### config.mk
export PLATFORM = sky130hd
export DESIGN_NAME = gio_input_conditioner_flat
export DESIGN_NICKNAME = d
export VERILOG_FILES = /design/src/rtl/gio_pkg.sv /design/src/rtl/gio_input_conditioner_if.sv /design/src/rtl/gio_debounce_bit.sv /design/src/rtl/gio_input_conditioner.sv /design/src/flat_wrapper.sv
export SDC_FILE = /design/constraint.sdc
export NUM_CORES = 1
export LEC_CHECK = 0
export CORE_ASPECT_RATIO = 1.1
export CORE_UTILIZATION = 45
export CTS_CLUSTER_SIZE = 12
export DETAILED_ROUTE_END_ITERATION = 10
export GPL_TIMING_DRIVEN = 1
export PLACE_DENSITY = 0.71
export SLEW_MARGIN = 40
export SYNTH_ARGS = -nofsm -noshare
export SYNTH_HDL_FRONTEND = slang
export SYNTH_SLANG_ARGS = --single-unit
### constraint.sdc
create_clock -name clk -period 16.65 [get_ports clk]
set_clock_uncertainty 0.15 [all_clocks]
set_input_delay 3.33 -clock clk [delete_from_list [all_inputs] [get_ports clk]]
set_output_delay 3.33 -clock clk [all_outputs]
set_load 0.01 [all_outputs]
### src/rtl/gio_pkg.sv
// Shared constants and per-bit register bundle for the GIO input conditioner.
package gio_pkg;

    localparam int GIO_WIDTH           = 8;
    localparam int DEBOUNCE_10MS_50MHZ = 500000;
    localparam int DEBOUNCE_SIM        = 4;
    localparam int GIO_CNT_W           = 24;

    // Everything one conditioned pin keeps between edges, except its counter.
    typedef struct packed {
        logic s1;
        logic s2;
        logic level;
        logic rise;
        logic fall;
        logic latched;
    } gio_bit_state_t;

endpackage : gio_pkg

### src/rtl/gio_input_conditioner_if.sv
// Pin-level bundle between the board switches, the conditioner and the CPU GIO port.
interface gio_input_conditioner_if #(
    parameter int WIDTH = 8
);
    logic [WIDTH-1:0] raw_pins;
    logic [WIDTH-1:0] clr_latch;
    logic [WIDTH-1:0] gio_pins;
    logic [WIDTH-1:0] rise_pulse;
    logic [WIDTH-1:0] fall_pulse;
    logic [WIDTH-1:0] press_latched;

    modport master (
        output raw_pins,
        output clr_latch,
        input  gio_pins,
        input  rise_pulse,
        input  fall_pulse,
        input  press_latched
    );

    modport slave (
        input  raw_pins,
        input  clr_latch,
        output gio_pins,
        output rise_pulse,
        output fall_pulse,
        output press_latched
    );
endinterface : gio_input_conditioner_if

### src/rtl/gio_debounce_bit.sv
// One conditioned pin: two-flop synchroniser, stability counter, debounced level,
// registered edge pulses and a sticky press latch cleared by software.
module gio_debounce_bit
    import gio_pkg::*;
#(
    parameter int DEBOUNCE_CYCLES = DEBOUNCE_10MS_50MHZ,
    parameter int CNT_W           = GIO_CNT_W
) (
    input  logic clk,
    input  logic reset,
    input  logic raw_i,
    input  logic clr_i,
    output logic level_o,
    output logic rise_o,
    output logic fall_o,
    output logic latched_o
);

    localparam logic [CNT_W-1:0] CNT_LAST = CNT_W'(DEBOUNCE_CYCLES - 1);

    gio_bit_state_t   st_q, st_d;
    logic [CNT_W-1:0] cnt_q, cnt_d;

    always_comb begin
        // NOTE: default every comb output first so no path leaves a latch behind.
        st_d  = st_q;
        cnt_d = cnt_q;

        st_d.s1 = raw_i;
        st_d.s2 = st_q.s1;

        // Any sample agreeing with the current level restarts the stability count.
        if (st_q.s2 == st_q.level) begin
            cnt_d = '0;
        end else if (cnt_q == CNT_LAST) begin
            st_d.level = st_q.s2;
            cnt_d      = '0;
        end else begin
            cnt_d = cnt_q + CNT_W'(1);
        end

        st_d.rise    = st_d.level & ~st_q.level;
        st_d.fall    = ~st_d.level & st_q.level;
        // A rise on the same edge as a clear wins, so no press is lost.
        st_d.latched = st_d.rise | (st_q.latched & ~clr_i);
    end

    // NOTE: state registers use non-blocking assignments so all flops update together.
    always_ff @(posedge clk or posedge reset) begin
        if (reset) begin
            st_q  <= '0;
            cnt_q <= '0;
        end else begin
            st_q  <= st_d;
            cnt_q <= cnt_d;
        end
    end

    assign level_o   = st_q.level;
    assign rise_o    = st_q.rise;
    assign fall_o    = st_q.fall;
    assign latched_o = st_q.latched;

endmodule : gio_debounce_bit

### src/rtl/gio_input_conditioner.sv
// Conditions the raw board switches feeding the CPU GIO_pins port, one
// independent debounce slice per pin.
module gio_input_conditioner
    import gio_pkg::*;
#(
    parameter int WIDTH           = GIO_WIDTH,
    parameter int DEBOUNCE_CYCLES = DEBOUNCE_10MS_50MHZ,
    parameter int CNT_W           = GIO_CNT_W
) (
    input  logic                    clk,
    input  logic                    reset,
    gio_input_conditioner_if.slave  bus
);

    logic [WIDTH-1:0] level_w;
    logic [WIDTH-1:0] rise_w;
    logic [WIDTH-1:0] fall_w;
    logic [WIDTH-1:0] latched_w;

    for (genvar i = 0; i < WIDTH; i++) begin : g_bit
        gio_debounce_bit #(
            .DEBOUNCE_CYCLES (DEBOUNCE_CYCLES),
            .CNT_W           (CNT_W)
        ) u_bit (
            .clk       (clk),
            .reset     (reset),
            .raw_i     (bus.raw_pins[i]),
            .clr_i     (bus.clr_latch[i]),
            .level_o   (level_w[i]),
            .rise_o    (rise_w[i]),
            .fall_o    (fall_w[i]),
            .latched_o (latched_w[i])
        );
    end

    assign bus.gio_pins      = level_w;
    assign bus.rise_pulse    = rise_w;
    assign bus.fall_pulse    = fall_w;
    assign bus.press_latched = latched_w;

endmodule : gio_input_conditioner
### src/flat_wrapper.sv
// flat-port wrapper written by rule: the top's interface ports become plain ports
module gio_input_conditioner_flat import gio_pkg::*;
#(
    parameter int WIDTH           = GIO_WIDTH,
    parameter int DEBOUNCE_CYCLES = DEBOUNCE_10MS_50MHZ,
    parameter int CNT_W           = GIO_CNT_W
)
  (clk, reset, bus_raw_pins, bus_clr_latch, bus_gio_pins, bus_rise_pulse, bus_fall_pulse, bus_press_latched);
  gio_input_conditioner_if #(.WIDTH(WIDTH)) bus_i ();
  input  logic clk;
  input  logic reset;
  input wire logic [$bits(bus_i.raw_pins)-1:0] bus_raw_pins;
  input wire logic [$bits(bus_i.clr_latch)-1:0] bus_clr_latch;
  output wire logic [$bits(bus_i.gio_pins)-1:0] bus_gio_pins;
  output wire logic [$bits(bus_i.rise_pulse)-1:0] bus_rise_pulse;
  output wire logic [$bits(bus_i.fall_pulse)-1:0] bus_fall_pulse;
  output wire logic [$bits(bus_i.press_latched)-1:0] bus_press_latched;
  assign bus_i.raw_pins = bus_raw_pins;
  assign bus_i.clr_latch = bus_clr_latch;
  assign bus_gio_pins = bus_i.gio_pins;
  assign bus_rise_pulse = bus_i.rise_pulse;
  assign bus_fall_pulse = bus_i.fall_pulse;
  assign bus_press_latched = bus_i.press_latched;
  gio_input_conditioner #(.WIDTH(WIDTH), .DEBOUNCE_CYCLES(DEBOUNCE_CYCLES), .CNT_W(CNT_W)) u_core (.clk(clk), .reset(reset), .bus(bus_i));
endmodule
Word-level counts from Yosys, hierarchy flattened
Index checks and enable logic that the tools add are counted.
Word-level totals
  flip-flop bits (word level): 240
  input bits: 18
  output and inout bits: 32
  word-level logic and storage cells: 168
Cells by class
  bitwise operators: 56
  multiplexer cells: 32
  eq/ne operators: 16
  $add $sub $neg: 8
Operator list (number)
  $mux 24: 16
  $add 24x1->24 const B: 8
  $eq 24x19->1 const B: 8
  $and 1x1->1: 24
  $not 1->1: 24
  $mux 1: 16
  $eq 1x1->1: 8
  $or 1x1->1: 8

Depth between registers and ports, before layout
  depth in word-level cells: 5
  depth in mapped cells: 7
  mapped depth without buffers: 5

Hierarchy
From an unflattened synthesis, not the netlist that was laid out.
Second synthesis, totals
  cells, all modules: 1192
  area, all modules: 11701.2 µm²
Modules (own cells, without submodules)
  gio_debounce_bit: area each 1462.7 µm², cells an instance 149, seq. area each 750.7 µm², times used 8

Least setup slack after synthesis
Ideal clock, no wire load.
  kind: register -> output
  from: reg u_core.g_bit[0].u_bit.st_q (netlist bit u_core.g_bit[0].u_bit.level_o)
  to: out bus_gio_pins[0]
  stages on the path, launching flop included: 2
  arrival time: 0.557 ns
  path buffers: 1
  data required time: 13.170 ns
  slack: 12.613 ns
  cells stage by stage: dfrtp_1 > buf_4
RTL lines
  start, declared: RTL line gio_debounce_bit.sv:21  | gio_bit_state_t st_q, st_d;
  start signal, assigned: RTL line gio_debounce_bit.sv:54  | st_q <= st_d;
  end, declared: RTL line flat_wrapper.sv:14  | output wire logic [$bits(bus_i.gio_pins)-1:0] bus_gio_pins;
No word-level cell between the ends.

Final worst setup path
  from: reg u_core.g_bit[0].u_bit.st_q (netlist bit u_core.g_bit[0].u_bit.level_o)
  to: out bus_gio_pins[0]
No word-level cell between the ends.

==> flow_summary.toml <==
[status]
outcome = "finished, final reports clean"

[placement]
post-place-cells = 1525
dp.final_hpwl_um = 14600
gp_congestion = 0.818
io_buffers = 49

[sta]
fin_setup_tns_ps = 0
slew-limit-headroom = 0.511
rsz0062_at_grt = "false"
slew_violations = 0
worst_pin_slew_ps = 733
max_clock_freq_mhz = 199
min_period_ps = 5020
setup_viol = 0
fin_crit_sh = 0.301
hold_viol = 0

[worst_setup_path]
regToRegSetupSlack_ps = 14130
crit_required_ps = 13170
crit_buf_inv = 1
start_kind = "flip-flop"
critPathSlowestCell = "clkdlybuf4s50_1"
worstReg2RegEnd = "u_core.g_bit[2].u_bit.cnt_q[20]$_DFF_PP0_"
slowest_delay_ps = 580
ff2ff_path_depth = 5
end_kind = "primary output"
path_class = "reg2out"
crit_arrival_ps = 1540
path_max_fanout = 6
worstReg2RegStart = "u_core.g_bit[2].u_bit.cnt_q[0]$_DFF_PP0_"
crit_family = "buffers and inverters"
cp_cell_sequence = "clkdlybuf4s50_1"

[global_routing]
antenna_found_initial = 0
grt_pass1_wl_um = 39400
grtUsageMet2 = 0.298
grt_usage = 0.173
top_usage_layer = "met2"
grt_pass1_vias = 8632
grt_max_degree = 104
grt_overflow = 0
use_met1 = 0.227
use_met3 = 0.0285

[die]
rows = 61
fp.coreArea_um2 = 25500
start_util = 0.462
die-width_um = 156
chipHeight_um = 172
die_area_um2 = 26800
pin_count = 50

[power_and_ir_drop]
p_leak_nw = 5.20
vdd_drop_max_mv = 0.0584
p_per_area_nw_per_um2 = 91.9
power_mw = 1.22

[cells_and_area]
seqCellArea_um2 = 6010
multiInputGateArea_um2 = 5300
drive_gt1_frac = 0.0661
fillers = 2297
diodes = 0
nets = 1234
area_delta_synth_final_pct = 12.9
layout.cells.non_filler = 1572

[yosys]
async_reset_ff_frac = 1.00
synth_edf_count = 0
synth-adder-area-share = 0.00850
synthCells = 1198
yosysMostFrequentCell = "dfrtp_1"
synth_cell_type_count = 47
ys_top_cells_by_area = "dfrtp_1 51%, xor2_1 4.6%, nor2_1 4.2%, nand4_1 3.5%, xnor2_1 3.5%"
synth_top_area_share = 0.510
synth.mux.area_fraction = 0.00765
ys_top_cells_by_count = "240 x dfrtp_1, 132 x nor2_1, 66 x a21oi_1, 66 x nand4_1, 65 x nand2_1"
synth_top_family_by_area = "simple AND/OR/NAND/NOR gates"
yosys_warnings = 0
avgSynthCellArea_um2 = 9.83
synth_nets = 1224
synth_ff_type = "dfrtp_1"
synth_xor_area_frac = 0.0810
ys_seq_elements = 240
yosys.area_share.simple = 0.268
seq_area_frac_synth = 0.510
synth.largest_area_cell = "dfrtp_1"
synth-compound-area-share = 0.0804
netlist_area_um2 = 11800

[clocking]
cts_tree = "built"
clk_path_buf_depth = 3
cts-htree-levels = 1
clkSinkCount = 240
clk_pin_slew_ps = 60
cts.hold.buffers_added = 0
post-cts-setup-buffers = 0
clock_latency_ps = 530
cts_root_buf = "clkbuf_16"
ctsResizeCount = 0
cts_buffers = 27

[routing]
viasPerCell = 5.65
antenna_left = 0
drc_errors = 0
routedWlPerCell_um = 14.3
drt-initial-drc-count = 498
finalWirelength_um = 22500
vias = 8889
first_pass_iters = 5

[hold_path]
min_to = "u_core.g_bit[2].u_bit.st_q[4]$_DFF_PP0_"
worstHoldPathCells = 0
min-delay-start = "u_core.g_bit[2].u_bit.st_d[4]$_DFF_PP0_"
min_path_type = "reg2reg"

[flow_run]
drv_cap = 0
-- cells by family after synthesis --
family                     count (synthesis)
and+or+nand+nor                          566
DFF                                      240
AOI/OAI and AO/OA                        163
xor gates and xnor gates                 109
buffers and inverters                    104
muxes                                      8
adders and majority gates                  8
-- worst max-delay path by stage --
stage                                                  startpoint                                        end  slack [ps]  cells after the start
after floorplan                                             reset   u_core.g_bit[0].u_bit.cnt_q[0]$_DFF_PP0_        6580                      1
after global placement                                      reset  u_core.g_bit[4].u_bit.latched_o$_DFF_PP0_       11120                      3
after detailed placement                                    reset     u_core.g_bit[0].u_bit.rise_o$_DFF_PP0_       11210                      3
after CTS                 u_core.g_bit[0].u_bit.level_o$_DFF_PP0_                            bus_gio_pins[0]       11610                      1
after global routing      u_core.g_bit[6].u_bit.level_o$_DFF_PP0_                            bus_gio_pins[6]       11560                      1
final                     u_core.g_bit[0].u_bit.level_o$_DFF_PP0_                            bus_gio_pins[0]       11630                      1
-- registers in the layout, summed over array words and instances (netlist names) --
name / count
u_core.g_bit.u_bit.cnt_q: 192
u_core.g_bit.u_bit.rise_o: 8
u_core.g_bit.u_bit.st_d: 8
u_core.g_bit.u_bit.latched_o: 8
u_core.g_bit.u_bit.level_o: 8
u_core.g_bit.u_bit.fall_o: 8
u_core.g_bit.u_bit.st_q: 8
-- per-stage QoR --
stage	setup WS (ps)	cell area, um^2	hold WS, ps	utilization
2_1_floorplan	6580	11800	181	-
3_3_place_gp	11120	12400	182	0.485
3_5_place_dp	11210	12400	185	0.486
4_1_cts	11610	13300	198	0.521
5_1_grt	11560	13300	205	0.522
6_report	11630	13300	198	0.522
-- placed cells by master (no fill, tap or decap), types with 9 or more instances in the layout --
cell / count
dfrtp_1: 240
nor2_1: 132
nand4_1: 66
a21oi_1: 66
nand2_1: 65
nand3_1: 63
xor2_1: 62
clkdlybuf4s50_1: 49
xnor2_1: 47
or3_1: 40
o21ai_0: 37
or4_1: 36
o31ai_1: 34
nor3_1: 27
inv_1: 27
clkbuf_16: 27
and4_1: 26
nor4_1: 26
and3_1: 20
nor4b_1: 11
nand2b_1: 10
o22ai_1: 10
nor3b_1: 9
-- per-layer routing --
metal	vias to the layer above	part of all wire
met3	23	0.039
met4	0	0.012
met5	-	0
met1	4367	0.47
met2	152	0.48
li1	4347	-
-- power by group --
group,switching [mW],total (mW),internal [mW]
clock network,0.231,0.589,0.358
logic,0.0245,0.0358,0.0114
registers,0.00738,0.598,0.590
total,0.263,1.22,0.960
-- area by class of cell --
type | instances | share of cell area
Sequential cell | 240 | 0.452
Multi-Input combinational cell | 854 | 0.399
Clock buffer | 38 | 0.0592
Timing Repair Buffer | 57 | 0.0420
Tap cell | 346 | 0.0326
Inverter | 28 | 0.00847
Clock inverter | 9 | 0.00771
Power figures use the tool's default switching activity.
